--- src/rtl/shot_pkg.sv ---
// shot_pkg: shared types and constants for the white-ball shot front end.
//   shot_state_t  - front-end FSM state (IDLE=0, AIM=1, FIRE=2)
//   LEVEL_W       - width of the signed per-axis aim level
//   FRAME_W       - width of the unsigned frame counters
//   frame_inc_sat - saturating frame-counter increment
package shot_pkg;

  typedef enum logic [1:0] {
    IDLE = 2'd0,
    AIM  = 2'd1,
    FIRE = 2'd2
  } shot_state_t;

  localparam int LEVEL_W = 4;
  localparam int FRAME_W = 7;

  // Increment a frame counter, holding at 'limit' once it gets there.
  function automatic logic [FRAME_W-1:0] frame_inc_sat(
    input logic [FRAME_W-1:0] cnt,
    input logic [FRAME_W-1:0] limit
  );
    return (cnt >= limit) ? limit : cnt + 1'b1;
  endfunction

endpackage

--- src/rtl/shot_charge_ctrl_key_repeat.sv ---
// key_repeat: edge detect plus auto-repeat for one arrow key.
// Ports:
//   clk, resetN   - clock, asynchronous active-low reset
//   enable        - high while the front end is aiming; low clears the repeat count
//   key           - key level, synchronous to clk
//   startOfFrame  - one-cycle pulse per video frame
//   fire          - one-cycle event (combinational from registered state + key):
//                   on the rising edge, then once every REPEAT_FRAMES frames held
module key_repeat
  import shot_pkg::*;
#(
  parameter int REPEAT_FRAMES = 8
) (
  input  logic clk,
  input  logic resetN,
  input  logic enable,
  input  logic key,
  input  logic startOfFrame,
  output logic fire
);

  localparam logic [FRAME_W-1:0] REP_LAST = FRAME_W'(REPEAT_FRAMES - 1);

  logic               key_prev_q;
  logic [FRAME_W-1:0] rep_cnt_q, rep_cnt_d;
  logic               held;
  logic               edge_evt;
  logic               repeat_evt;

  assign held       = key & key_prev_q;
  assign edge_evt   = enable & key & ~key_prev_q;
  // The press edge itself is not a counted frame; repeats count frames after it.
  assign repeat_evt = enable & held & startOfFrame & (rep_cnt_q == REP_LAST);
  assign fire       = edge_evt | repeat_evt;

  always_comb begin
    rep_cnt_d = rep_cnt_q;
    if (!enable || !key) begin
      rep_cnt_d = '0;
    end else if (held && startOfFrame) begin
      rep_cnt_d = (rep_cnt_q == REP_LAST) ? '0 : rep_cnt_q + 1'b1;
    end
  end

  always_ff @(posedge clk or negedge resetN) begin
    if (!resetN) begin
      key_prev_q <= 1'b0;
      rep_cnt_q  <= '0;
    end else begin
      key_prev_q <= key;
      rep_cnt_q  <= rep_cnt_d;
    end
  end

endmodule

--- src/rtl/shot_charge_ctrl.sv ---
// shot_charge_ctrl: keyboard-to-shot front end for the white ball.
// Turns arrow/Enter key levels into single-cycle charge and release pulses,
// aiming only while the ball has been at rest for SETTLE_FRAMES frames.
// Ports:
//   clk, resetN                        - clock, asynchronous active-low reset
//   startOfFrame                       - one-cycle pulse per frame
//   keyUp/Down/Left/Right/Enter        - key levels, synchronous to clk
//   XspeedIN, YspeedIN                 - signed ball speeds from the move block
//   chargeUp/Down/Left/Right           - registered one-cycle charge pulses
//   releaseBall                        - registered one-cycle fire pulse
//   aimX, aimY                         - net charge steps per axis (signed)
//   shotState                          - current FSM state encoding
// Build option: define SHOT_TIMEOUT_EN to auto-release after TIMEOUT_FRAMES
// idle frames in AIM with a nonzero aim level.
module shot_charge_ctrl
  import shot_pkg::*;
#(
  parameter int MAX_STEPS      = 4,
  parameter int REPEAT_FRAMES  = 8,
  parameter int SETTLE_FRAMES  = 4,
  parameter int TIMEOUT_FRAMES = 90
) (
  input  logic                      clk,
  input  logic                      resetN,
  input  logic                      startOfFrame,
  input  logic                      keyUp,
  input  logic                      keyDown,
  input  logic                      keyLeft,
  input  logic                      keyRight,
  input  logic                      keyEnter,
  input  logic signed [10:0]        XspeedIN,
  input  logic signed [10:0]        YspeedIN,
  output logic                      chargeUp,
  output logic                      chargeDown,
  output logic                      chargeLeft,
  output logic                      chargeRight,
  output logic                      releaseBall,
  output logic signed [3:0]         aimX,
  output logic signed [3:0]         aimY,
  output logic [1:0]                shotState
);

  localparam logic signed [LEVEL_W-1:0] LVL_MAX    = LEVEL_W'(MAX_STEPS);
  localparam logic signed [LEVEL_W-1:0] LVL_MIN    = LEVEL_W'(-MAX_STEPS);
  localparam logic signed [LEVEL_W-1:0] LVL_ONE    = LEVEL_W'(1);
  localparam logic [FRAME_W-1:0]        SETTLE_LIM = FRAME_W'(SETTLE_FRAMES);

  // Frame parameters must fit the 7-bit frame counters or they never terminate.
  if (SETTLE_FRAMES < 1 || SETTLE_FRAMES > (1 << FRAME_W) - 1 ||
      REPEAT_FRAMES < 1 || REPEAT_FRAMES > (1 << FRAME_W) - 1 ||
      TIMEOUT_FRAMES < 1 || TIMEOUT_FRAMES > (1 << FRAME_W) - 1) begin : g_param_check
    $error("shot_charge_ctrl: frame parameter out of range for frame counters");
  end

  shot_state_t               state_q, state_d;
  logic [FRAME_W-1:0]        settle_q, settle_d;
  logic signed [LEVEL_W-1:0] aim_x_q, aim_x_d;
  logic signed [LEVEL_W-1:0] aim_y_q, aim_y_d;
  logic [3:0]                charge_q, charge_d;   // {right, left, down, up}
  logic                      release_q, release_d;
  logic                      enter_prev_q;

  logic [3:0] arrow_keys;
  logic [3:0] arrow_fire;
  logic       aim_active;
  logic       enter_edge;
  logic       speed_zero;
  logic       levels_nz;
  logic       up_ok, down_ok, left_ok, right_ok;

  assign aim_active = (state_q == AIM);
  assign arrow_keys = {keyRight, keyLeft, keyDown, keyUp};

  genvar gi;
  for (gi = 0; gi < 4; gi++) begin : g_arrow
    key_repeat #(
      .REPEAT_FRAMES(REPEAT_FRAMES)
    ) u_key_repeat (
      .clk          (clk),
      .resetN       (resetN),
      .enable       (aim_active),
      .key          (arrow_keys[gi]),
      .startOfFrame (startOfFrame),
      .fire         (arrow_fire[gi])
    );
  end

  assign enter_edge = keyEnter & ~enter_prev_q;
  assign speed_zero = (XspeedIN == '0) && (YspeedIN == '0);
  assign levels_nz  = (aim_x_q != '0) || (aim_y_q != '0);

  // Opposing events on one axis cancel; the limit gate keeps levels from wrapping.
  assign up_ok    = arrow_fire[0] & ~arrow_fire[1] & (aim_y_q < LVL_MAX);
  assign down_ok  = arrow_fire[1] & ~arrow_fire[0] & (aim_y_q > LVL_MIN);
  assign left_ok  = arrow_fire[2] & ~arrow_fire[3] & (aim_x_q < LVL_MAX);
  assign right_ok = arrow_fire[3] & ~arrow_fire[2] & (aim_x_q > LVL_MIN);

`ifdef SHOT_TIMEOUT_EN
  logic [FRAME_W-1:0] timeout_q, timeout_d;
  logic               key_active;
  localparam logic [FRAME_W-1:0] TIMEOUT_LIM = FRAME_W'(TIMEOUT_FRAMES);
  assign key_active = (|arrow_keys) | keyEnter;
`endif

  always_comb begin
    state_d   = state_q;
    settle_d  = '0;
    aim_x_d   = aim_x_q;
    aim_y_d   = aim_y_q;
    charge_d  = '0;
    release_d = 1'b0;
`ifdef SHOT_TIMEOUT_EN
    timeout_d = '0;
`endif
    case (state_q)
      IDLE: begin
        settle_d = settle_q;
        if (!speed_zero) begin
          settle_d = '0;
        end else if (startOfFrame) begin
          settle_d = frame_inc_sat(settle_q, SETTLE_LIM);
          if (settle_d == SETTLE_LIM) begin
            state_d  = AIM;
            settle_d = '0;
          end
        end
      end
      AIM: begin
        if (!speed_zero) begin
          // Ball knocked while aiming: abandon the aim.
          aim_x_d = '0;
          aim_y_d = '0;
          state_d = IDLE;
        end else if (enter_edge && levels_nz) begin
          // Release takes priority; any arrow event this cycle is dropped.
          state_d = FIRE;
        end else begin
          charge_d = {right_ok, left_ok, down_ok, up_ok};
          if (up_ok) begin
            aim_y_d = aim_y_q + LVL_ONE;
          end else if (down_ok) begin
            aim_y_d = aim_y_q - LVL_ONE;
          end
          if (left_ok) begin
            aim_x_d = aim_x_q + LVL_ONE;
          end else if (right_ok) begin
            aim_x_d = aim_x_q - LVL_ONE;
          end
`ifdef SHOT_TIMEOUT_EN
          timeout_d = timeout_q;
          if (key_active) begin
            timeout_d = '0;
          end else if (startOfFrame) begin
            timeout_d = frame_inc_sat(timeout_q, TIMEOUT_LIM);
          end
          // With zero levels the counter just parks at its limit.
          if (!key_active && (timeout_d == TIMEOUT_LIM) && levels_nz) begin
            state_d = FIRE;
          end
`endif
        end
      end
      FIRE: begin
        release_d = 1'b1;
        aim_x_d   = '0;
        aim_y_d   = '0;
        state_d   = IDLE;
      end
      default: begin
        aim_x_d = '0;
        aim_y_d = '0;
        state_d = IDLE;
      end
    endcase
  end

  always_ff @(posedge clk or negedge resetN) begin
    if (!resetN) begin
      state_q      <= IDLE;
      settle_q     <= '0;
      aim_x_q      <= '0;
      aim_y_q      <= '0;
      charge_q     <= '0;
      release_q    <= 1'b0;
      enter_prev_q <= 1'b0;
    end else begin
      state_q      <= state_d;
      settle_q     <= settle_d;
      aim_x_q      <= aim_x_d;
      aim_y_q      <= aim_y_d;
      charge_q     <= charge_d;
      release_q    <= release_d;
      enter_prev_q <= keyEnter;
    end
  end

`ifdef SHOT_TIMEOUT_EN
  always_ff @(posedge clk or negedge resetN) begin
    if (!resetN) begin
      timeout_q <= '0;
    end else begin
      timeout_q <= timeout_d;
    end
  end
`endif

  assign chargeUp    = charge_q[0];
  assign chargeDown  = charge_q[1];
  assign chargeLeft  = charge_q[2];
  assign chargeRight = charge_q[3];
  assign releaseBall = release_q;
  assign aimX        = aim_x_q;
  assign aimY        = aim_y_q;
  assign shotState   = state_q;

endmodule

--- config.mk ---
export PLATFORM = sky130hd
export DESIGN_NAME = shot_charge_ctrl
export DESIGN_NICKNAME = d
export VERILOG_FILES = /design/src/rtl/shot_pkg.sv /design/src/rtl/shot_charge_ctrl_key_repeat.sv /design/src/rtl/shot_charge_ctrl.sv
export SDC_FILE = /design/constraint.sdc
export NUM_CORES = 1
export LEC_CHECK = 0
export BUFFER_PORTS_ARGS = -buffer_cell sky130_fd_sc_hd__buf_4
export CORE_MARGIN = 2
export CORE_UTILIZATION = 25
export CTS_BUF_LIST = sky130_fd_sc_hd__clkbuf_8
export CTS_CLUSTER_SIZE = 14
export DETAILED_ROUTE_END_ITERATION = 7
export PLACE_DENSITY = 0.46
export SYNTH_ARGS = -nofsm -noshare
export SYNTH_HDL_FRONTEND = slang
export SYNTH_HIERARCHICAL = 1
export SYNTH_SLANG_ARGS = --single-unit
--- constraint.sdc ---
create_clock -name clk -period 4.81 [get_ports clk]
set_clock_uncertainty 0.15 [all_clocks]
set_input_delay 0 -clock clk [delete_from_list [all_inputs] [get_ports clk]]
set_output_delay 0 -clock clk [all_outputs]
set_load 0.05 [all_outputs]
==> summary.txt, run 1 <==
Setup path
  – CP Max Fanout: 8
  – Worst setup path end: aimY[3]
  – Worst Path Required: 4.87 ns
  – Cell depth of the worst setup path: 11
  – Worst Setup SP: shotState[1]
  – CP bufs+invs: 1
  – Reg2reg path depth: 11
  – Most frequent CP cell: a21oi_1
  – Worst EP arrival: 2.95 ns
  – R2R setup slack: 1.91 ns
  – Worst path max stage delay: roughly 0.46 ns
  – Crit Path Class: flop to flop
  – Crit start category: flop
  – Crit-path slowest cell: dfrtp_1
  – CP cell instances: nand2b_1 -> inv_1 -> nand2_1 -> a21oi_1 -> nor2b_1 -> o21ai_0 -> ha_1 -> a21o_1 -> a21oi_1 -> xor2_1 -> o2bb2ai_1
  – R2R Path Start: shotState[1]
  – Critical path capture point type: flop
  – CP top delay family: compound AO/OA/AOI/OAI gates
  – Worst r2r dst: aimY[3]

Synthesis
  – Distinct cell type count after synthesis: 37
  – Async SR Flop Fraction: 1.00
  – Ys Warns: 6
  – Cell with the most instances after synthesis: dfrtp_1
  – Cells after Synth: ~310
  – Prevailing post-synth register cell: dfrtp_1
  – Synthesized Nets: between 300 and 400
  – Post-synth top cells: dfrtp_1 (55), nand2_1 (30), a21oi_1 (22), nand3_1 (22), inv_1 (20)
  – EDFF count, synth: 0
  – Most area-hungry cell type in the Yosys netlist: dfrtp_1
  – Sequential share of the synthesized area: 0.449
  – Netlist Area Pre-Place: 3070 um2
  – Synth area leaders: dfrtp_1 (45%), ha_1 (4.1%), nand2_1 (3.7%)
  – Seq cells post-synth: 55
  – Mean post-synth cell area: about 10 um2
  – Top-area cell type share of the netlist area: 0.449

Power
  – Peak VDD IR: 0.110 mV
  – Combinational power share: 0.058
  – Tot Pwr: ~0.84 mW
  – Net Sw Frac: 0.220
  – Clock power share: 0.389
  – Power Dens Cells: 221 nW/um2
  – Flop pwr share: 0.553
  – P_leak: 1.57 nW
  – Cell Int Power: 0.658 mW
  – Psw: 0.186 mW

Die
  – Die W: 115 um
  – Core ar.: 12000 um2
  – Initial Util: 0.255
  – Die height: between 100 and 150 um
  – Rows: 40
  – Die area: 13200 um2
  – I/O Pins: 45

Placement
  – Pre-CTS WS: 1.91 ns
  – Dpl hpwl: 5.21 mm
  – Final RePlAce weighted congestion: 0.792
  – Placed cells: 498
  – Placed inst area: 3580 um2
  – IO Port Bufs: between 40 and 50

Final layout
  – Share of post-route cells with drive strength above 1: 0.181
  – Finished Layout Cells: 518
  – Diodes inserted: 0
  – Design Area, Final: ~3800 um2
  – Final Core Density: 0.318
  – Area growth syn-to-layout: 24.5%
  – Nets: 412

STA
  – Worst Tran Pin Value: 0.772 ns
  – Max transition margin: 0.481
  – Hold Vio Cnt, Final: 0
  – Setup ws final: between 1.5 and 2 ns
  – Max-slew violations: 0
  – Worst Hold Slack: 0.0241 ns
  – Crit path time final: 2.90 ns
  – Setup TNS: 0 ns
  – RSZ-0062 raised after global routing: no
  – Setup violators final: 0
  – Max Clk Rate: 0.345 GHz
  – Tcrit/Tclk final: 0.602

Clocking
  – Worst-skew pair later-pin latency: 0.32 ns
  – Clock root buffer: clkbuf_8
  – TritonCTS clock tree: built
  – Clock tree buffer depth: 2
  – Post-CTS Setup Bufs: 0
  – H-tree levels: 2
  – Post_cts resized: 0
  – TritonCTS buffer count: 5
  – Num Clock Sinks: 55
  – # hold bufs at CTS: 12
  – Clk pin slew, worst setup/hold paths: ~0.1 ns

Job
  – Max Cap Viol: 0

Worst hold path
  – Hold Path Class: input port to flop
  – HP Start: XspeedIN[8]

GRT
  – Initial antenna violation count: 0
  – First-pass GRT wire length: 12.8 mm
  – GRT Util Overall: 0.120
  – Vias in the first global route: 2653
  – Gr ovfl total: 0
  – Pin count of the biggest net entering global routing: 56

Drt
  – DRC viols: 0
  – Total wire length: just over 7 mm
  – Vias: 2566
  – DRT iter0 DRCs: 152
  – Vias per inst: 4.95
  – Mean routed wirelength per cell: ~14 um
  – First drt pass iteration count: 4
  – Routed Antenna Nets: 0

Status
  – Outcome: completed
layer usage:
layer  vias to the layer above  track usage  wire, um
li1                       1259            -         -
met1                      1227        0.154      3270
met2                        73        0.205      3530
met3                         7       0.0253       288
met4                         0       0.0353        96
met5                         -            0         0
sequential cells by signal (all words and copies together), names as in the netlist:
signal,count
charge_q,4
aimX,4
settle_q,7
g_arrow.u_key_repeat/rep_cnt_q,28
shotState,2
enter_prev_q,1
releaseBall,1
aimY,4
g_arrow.u_key_repeat/key_prev_q,4
worst min path at each step:
stage / to / slack (ns) / cells past startpoint
6_report: settle_q[2] / 0.02 / 5
5_1_grt: settle_q[1] / 0.02 / 5
4_1_cts: settle_q[2] / 0.006 / 5
3_5_place_dp: aimY[2] / -0.03 / 1
3_3_place_gp: charge_q[0] / -0.03 / 1
2_1_floorplan: aimX[0] / -0.45 / 0
worst register-to-register path, cell delays in order, from the launching register on:
cell       delay, ns
dfrtp_1         0.46
nand2b_1        0.21
inv_1           0.23
nand2_1         0.22
a21oi_1         0.18
nor2b_1         0.23
o21ai_0         0.23
ha_1            0.34
a21o_1          0.15
a21oi_1         0.17
xor2_1          0.15
o2bb2ai_1       0.08
power groups by stage:
stage | registers [mW] | clock network, mW | logic, mW
2_1_floorplan | 0.475 | 0 | 0.00928
3_3_place_gp | 0.475 | 0 | 0.0440
3_5_place_dp | 0.475 | 0 | 0.0443
4_1_cts | 0.466 | 0.345 | 0.0509
5_1_grt | 0.467 | 0.362 | 0.0558
6_report | 0.466 | 0.328 | 0.0491
cells in the final DEF (no fill, tap or decap), types with 16 or more instances in the layout:
cell and count:
and2_1 16, dfrtp_1 55, inv_1 20, nand2_1 30, buf_4 44, a21oi_1 22, nand3_1 22
cell families after synthesis:
| logic type | Yosys count | synth area share |
|---|---|---|
| xor+xnor | 8 | 0.0228 |
| fa+ha+maj | 12 | 0.0538 |
| compound gates | 91 | 0.216 |
| flops | 55 | 0.449 |
| buf+inv | 20 | 0.0245 |
| simple gates | 118 | 0.224 |
| mux | 3 | 0.0102 |
layout make-up:
type	count	area, um2
multi-input cells	232	1620
inverters	20	75.1
flip-flops and latches	55	1380
clock inverters	2	35.0
fillers	1259	8190
clock buffers	6	82.6
well taps	147	184
repair buffers	56	450
No activity file was read; power rests on OpenSTA's default activity.
==> inputs of run 2 (changes only) <==
Settings changed: PLACE_DENSITY 0.46 to 0.48.
Clock period 4.81 ns to 2.4 ns, I/O delays scaled along.
==> summary.txt, run 2 (same netlist as run 1, synthesis figures left out) <==
Status
  – Outcome: completed

GRT
  – GRT Util Overall: 0.117 (-0.00289)
  – Top Usage Layer GRT: met2
  – Initial antenna violation count: 0 (unchanged)
  – Met1 Usage GRT: 0.162 (+0.00818)
  – Grt met3 use: 0.0179 (-0.00738)
  – Pin count of the biggest net entering global routing: 56 (unchanged)
  – Met2 GRT Util: 0.193 (-0.0114)
  – Gr ovfl total: 0 (unchanged)
  – First-pass GRT wire length: 12.5 mm (-2.3%)
  – Vias in the first global route: 2599 (-2.0%)

Drt
  – First drt pass iteration count: 5 (+1)
  – DRC viols: 0 (unchanged)
  – Mean routed wirelength per cell: 13.4 um (-3.5%)
  – DRT iter0 DRCs: 71 (-53%)
  – Vias: 2699 (+5.2%)
  – Vias per inst: 4.77 (-3.7%)
  – Routed Antenna Nets: 0 (unchanged)
  – Total wire length: 7.58 mm (+5.5%)

Setup path
  – Crit start category: flop
  – Critical path capture point type: flop
  – Worst Path Required: 2.46 ns (-2.41 ns)
  – CP Max Fanout: 4 (-4)
  – Crit Path Class: flop to flop
  – R2R setup slack: 0.07 ns (-1.85 ns)
  – Worst EP arrival: 2.39 ns (-0.56 ns)
  – Reg2reg path depth: 10 (-1)

STA
  – Setup violators final: 0 (unchanged)
  – Max-slew violations: 0 (unchanged)
  – Worst Tran Pin Value: 0.737 ns (-0.0352 ns)
  – Setup ws final: 0.0684 ns (-1.85 ns)
  – Hold Vio Cnt, Final: 0 (unchanged)
  – Worst Hold Slack: 0.0181 ns (-0.00603 ns)
  – RSZ-0062 raised after global routing: yes
  – Tcrit/Tclk final: 0.971 (+0.370)
  – Max transition margin: 0.509 (+0.0282)
  – Setup TNS: 0 ns (unchanged)
  – Max Clk Rate: 0.429 GHz (+24%)
  – Crit path time final: 2.33 ns (-0.564 ns)

Die
  – Rows: 40 (unchanged)
  – Initial Util: 0.255 (unchanged)
  – Die W: 115 um (unchanged)
  – Die height: 115 um (unchanged)
  – Die area: 13200 um2 (unchanged)
  – I/O Pins: 45 (unchanged)
  – Core ar.: 12000 um2 (unchanged)

Final layout
  – Fill count: 1214 (-3.6%)
  – Nets: 460 (+12%)
  – Share of post-route cells with drive strength above 1: 0.317 (+0.137)
  – Diodes inserted: 0 (unchanged)
  – Largest reg by FF count: g_arrow.u_key_repeat/rep_cnt_q
  – Reg area: 1380 um2 (+0.18%)
  – Most frequent cells in the layout: buf_4 (91), dfrtp_1 (53), nand2_1 (28), nand3_1 (22), inv_1 (19)
  – Top flop regs: g_arrow.u_key_repeat/rep_cnt_q: 28 flops, settle_q: 7 flops
  – Area of the multi-input gates: 1700 um2 (+5.1%)
  – Area growth syn-to-layout: 38.4%
  – Number of flip-flops in the largest register: 28 (unchanged)
  – Commonest non-fill, non-tap cell in the layout: buf_4
  – Final Core Density: 0.354 (+0.0355)

Worst hold path
  – Hold depth: 5 (unchanged)
  – Hold Path Class: input port to flop

Power
  – Tot Pwr: 1.60 mW (+90%)
  – Power Dens Cells: 377 nW/um2 (+71%)
  – P_leak: 1.80 nW (+15%)
  – Peak VDD IR: 0.270 mV (+150%)

Placement
  – Dpl hpwl: 5.44 mm (+4.5%)
  – IO Port Bufs: 44 (unchanged)
  – Pre-CTS WS: -0.00586 ns (-1.91 ns)
  – Final RePlAce weighted congestion: 0.771 (-2.7%)

Clocking
  – Clock tree buffer depth: 2 (unchanged)
  – Num Clock Sinks: 55 (unchanged)
  – Worst-skew pair later-pin latency: 0.32 ns (about the same)
  – H-tree levels: 2 (unchanged)
  – TritonCTS clock tree: built
  – Clock root buffer: clkbuf_8
  – TritonCTS buffer count: 5 (unchanged)
  – Clk pin slew, worst setup/hold paths: 0.12 ns (+0.02 ns)

Job
  – Max Cap Viol: 0 (unchanged)
==> run 2: final cells by class <==
cell class	instances	share of cell area
multi-input cells	232	0.400
inverters	20	0.0177
repair buffers	104	0.192
clock inverters	3	0.00648
well taps	147	0.0433
flip-flops and latches	55	0.325
clock buffers	5	0.0162
==> run 2: timing repair <==
item                                   4_1_cts  5_1_grt
endpoints found under the hold margin       85        0
pin swaps                                    1       14
setup buffers                                0        8
resized for setup                            4        6
hold buffers                                13        0
setup endpoints to repair                    2        5
cloned                                       0        0
==> run 2: metal layers <==
metal	share of wire	vias to the layer above
li1	-	1367
met1	0.50	1287
met2	0.46	40
met3	0.024	5
met4	0.011	0
met5	0	-
==> run 2: power breakdown <==
part	switching [mW]	total, mW	internal, mW	leakage (nW)
logic	0.0507	0.102	0.0514	0.997
registers	0.00479	0.935	0.930	0.754
clock network	0.345	0.562	0.218	0.0467
total	0.400	1.60	1.20	1.80
==> run 2: final timing paths <==
check,from,to
min reg2reg,settle_q[6],settle_q[6]
min,XspeedIN[5],settle_q[2]
max reg2reg,g_arrow[0].u_key_repeat/rep_cnt_q[6],aimY[3]
max,g_arrow[0].u_key_repeat/rep_cnt_q[6],aimY[3]
min in group asynchronous,resetN,g_arrow[2].u_key_repeat/rep_cnt_q[6]
max in group asynchronous,resetN,shotState[0]
==> run 2: worst max-delay path, stage by stage, from the launching register on <==
cell	delay, ns
dfrtp_1	0.42
nor4_4	0.28
nand3_1	0.13
a21oi_2	0.15
nor2b_4	0.18
o21ai_4	0.08
ha_1	0.30
a21o_1	0.17
a21oi_2	0.14
xor2_1	0.14
o2bb2ai_1	0.08
==> run 2: metrics by stage <==
step           cells  instance area [um2]
6_report         566                 4250
5_1_grt          566                 4250
4_1_cts          558                 4150
3_5_place_dp     537                 3910
3_3_place_gp     537                 3910
2_1_floorplan    307                 3100
==> inputs of run 3 (changes only) <==
Settings changed: CORE_MARGIN 2 to default, SLEW_MARGIN from default to 10.
==> summary.txt, run 3 (same netlist as run 1, synthesis figures left out) <==
Status
  – Outcome: complete, but fails checks
  – Failing checks: negative hold slack

Setup path
  – Crit-path slowest cell: dlygate4sd3_1
  – Critical path capture point type: flop
  – Worst EP arrival: 2.47 ns (+0.08 ns)
  – Crit start category: input port
  – CP top delay family: buffers and inverters
  – CP cell instances: dlygate4sd3_1 -> buf_4 -> or4_4 -> dlygate4sd3_1 -> or4_4 -> o22ai_2 -> o2bb2ai_1
  – R2R setup slack: 0.09 ns (+0.02 ns)
  – Worst Path Required: 2.49 ns (+0.03 ns)
  – R2R Path Start: g_arrow[0].u_key_repeat/rep_cnt_q[3]
  – CP Max Fanout: 4 (unchanged)
  – Worst path max stage delay: 0.57 ns (+0.15 ns)
  – CP bufs+invs: 3 (+3)
  – Worst Setup SP: XspeedIN[1]
  – Crit Path Class: input port to flop

Final layout
  – Commonest non-fill, non-tap cell in the layout: buf_4
  – Most frequent cells in the layout: buf_4 (85), dfrtp_1 (53), nand2_1 (28), nand3_1 (22), inv_1 (18)
  – Final Core Density: 0.354 (+0.000625)
  – Nets: 455 (-1.1%)
  – Area growth syn-to-layout: 38.7%
  – Share of post-route cells with drive strength above 1: 0.321 (+0.00383)
  – Number of flip-flops in the largest register: 28 (unchanged)
  – Top flop regs: g_arrow.u_key_repeat/rep_cnt_q: 28 flops, settle_q: 7 flops
  – Fill count: 1230 (+1.3%)
  – Largest reg by FF count: g_arrow.u_key_repeat/rep_cnt_q
  – Diodes inserted: 0 (unchanged)

STA
  – Worst Hold Slack: -0.0154 ns (-0.0335 ns)
  – Max-slew violations: 0 (unchanged)
  – Setup TNS: 0 ns (unchanged)
  – Max Clk Rate: 0.419 GHz (-2.2%)
  – Hold Vio Cnt, Final: 4 (+4)
  – Setup ws final: 0.0155 ns (-0.0529 ns)
  – Setup violators final: 0 (unchanged)
  – Tcrit/Tclk final: 0.994 (+0.0220)
  – RSZ-0062 raised after global routing: yes
  – Max transition margin: 0.514 (+0.00488)
  – Worst Tran Pin Value: 0.729 ns (-0.00732 ns)
  – Crit path time final: 2.38 ns (+0.0529 ns)

GRT
  – Vias in the first global route: 2770 (+6.6%)
  – Pin count of the biggest net entering global routing: 56 (unchanged)
  – Gr ovfl total: 0 (unchanged)
  – GRT Util Overall: 0.129 (+0.0123)
  – First-pass GRT wire length: 13.3 mm (+6.9%)
  – Initial antenna violation count: 0 (unchanged)

Die
  – Core ar.: 12000 um2 (unchanged)
  – Initial Util: 0.255 (unchanged)
  – I/O Pins: 45 (unchanged)
  – Die area: 12700 um2 (-3.5%)
  – Rows: 40 (unchanged)
  – Die W: 113 um (-1.7%)
  – Die height: 113 um (-1.7%)

Placement
  – Pre-CTS WS: -0.0501 ns (-0.0442 ns)
  – Final RePlAce weighted congestion: 0.787 (+2.0%)
  – IO Port Bufs: 44 (unchanged)
  – Dpl hpwl: 5.53 mm (+1.7%)

Drt
  – First drt pass iteration count: 6 (+1)
  – Mean routed wirelength per cell: 13.6 um (+1.3%)
  – Total wire length: 7.61 mm (+0.36%)
  – Routed Antenna Nets: 0 (unchanged)
  – DRT iter0 DRCs: 81 (+14%)
  – Vias per inst: 4.83 (+1.2%)
  – Vias: 2708 (+0.33%)
  – DRC viols: 0 (unchanged)

Power
  – Power Dens Cells: 374 nW/um2 (-0.58%)
  – P_leak: 1.79 nW (-0.30%)
  – Peak VDD IR: 0.224 mV (-17%)

Clocking
  – Clock root buffer: clkbuf_8
  – Clock tree buffer depth: 2 (unchanged)
  – Worst-skew pair later-pin latency: 0.32 ns (about the same)
  – TritonCTS buffer count: 5 (unchanged)
  – Clk pin slew, worst setup/hold paths: 0.12 ns (about the same)
  – Num Clock Sinks: 55 (unchanged)
  – H-tree levels: 2 (unchanged)
  – TritonCTS clock tree: built

Job
  – Max Cap Viol: 0 (unchanged)

Worst hold path
  – HP Start: YspeedIN[8]
  – Hold Path Class: input port to flop
run 3: final cells by class:
type | instances | area, um2 | share of cell area
Multi-Input combinational cell | 232 | 1740 | 0.409
Clock buffer | 5 | 68.8 | 0.0162
Timing Repair Buffer | 99 | 779 | 0.183
Sequential cell | 55 | 1380 | 0.324
Clock inverter | 3 | 26.3 | 0.00618
Tap cell | 147 | 184 | 0.0432
Inverter | 20 | 77.6 | 0.0182
run 3: path summary, 6_finish.rpt:
check / to / cells after the start
worst min register to register: settle_q[3] / 1
worst max-delay path: aimY[1] / 7
max in group asynchronous: shotState[1] / 2
min in group asynchronous: g_arrow[2].u_key_repeat/rep_cnt_q[4] / 2
worst min-delay path: aimX[2] / 5
worst max register to register: aimY[3] / 10
run 3: per-layer routing:
metal / vias up / wire length (um) / track usage / share of wire
met3: 6 / 229 / 0.0225 / 0.030
met2: 44 / 3590 / 0.211 / 0.47
li1: 1357 / - / - / -
met4: 0 / 71 / 0.0311 / 0.0093
met1: 1301 / 3720 / 0.179 / 0.49
met5: - / 0 / 0 / 0
run 3: repair_timing:
| action | 4_1_cts | 5_1_grt |
|---|---|---|
| hold buffers | 13 | 0 |
| endpoints found under the hold margin | 86 | 0 |
| buffers inserted | 2 | 2 |
| endpoints found under the setup margin | 2 | 13 |
| cloned | 0 | 0 |
| resized for setup | 4 | 15 |
| pin swaps | 3 | 18 |
run 3: power by group:
part / internal, mW / switching [mW] / total [mW]
logic: 0.0511 / 0.0513 / 0.102
clock network: 0.216 / 0.339 / 0.555
registers: 0.930 / 0.00478 / 0.935
run 3: stage by stage:
step / cells / instance area (um2) / power (mW)
6_report: 561 / 4250 / 1.59
2_1_floorplan: 307 / 3100 / 0.971
3_5_place_dp: 536 / 3900 / 1.04
5_1_grt: 561 / 4250 / 1.67
3_3_place_gp: 536 / 3900 / 1.04
4_1_cts: 559 / 4160 / 1.63
run 3: worst reg2reg max path: cells and delay by family (launching register included):
family	cells	cell delay [ns]
AND/OR/NAND/NOR	3	0.63
flip-flops	1	0.42
XOR/XNOR	1	0.16
AO/OA/AOI/OAI	5	0.64
adder cells (fa/ha/maj)	1	0.22
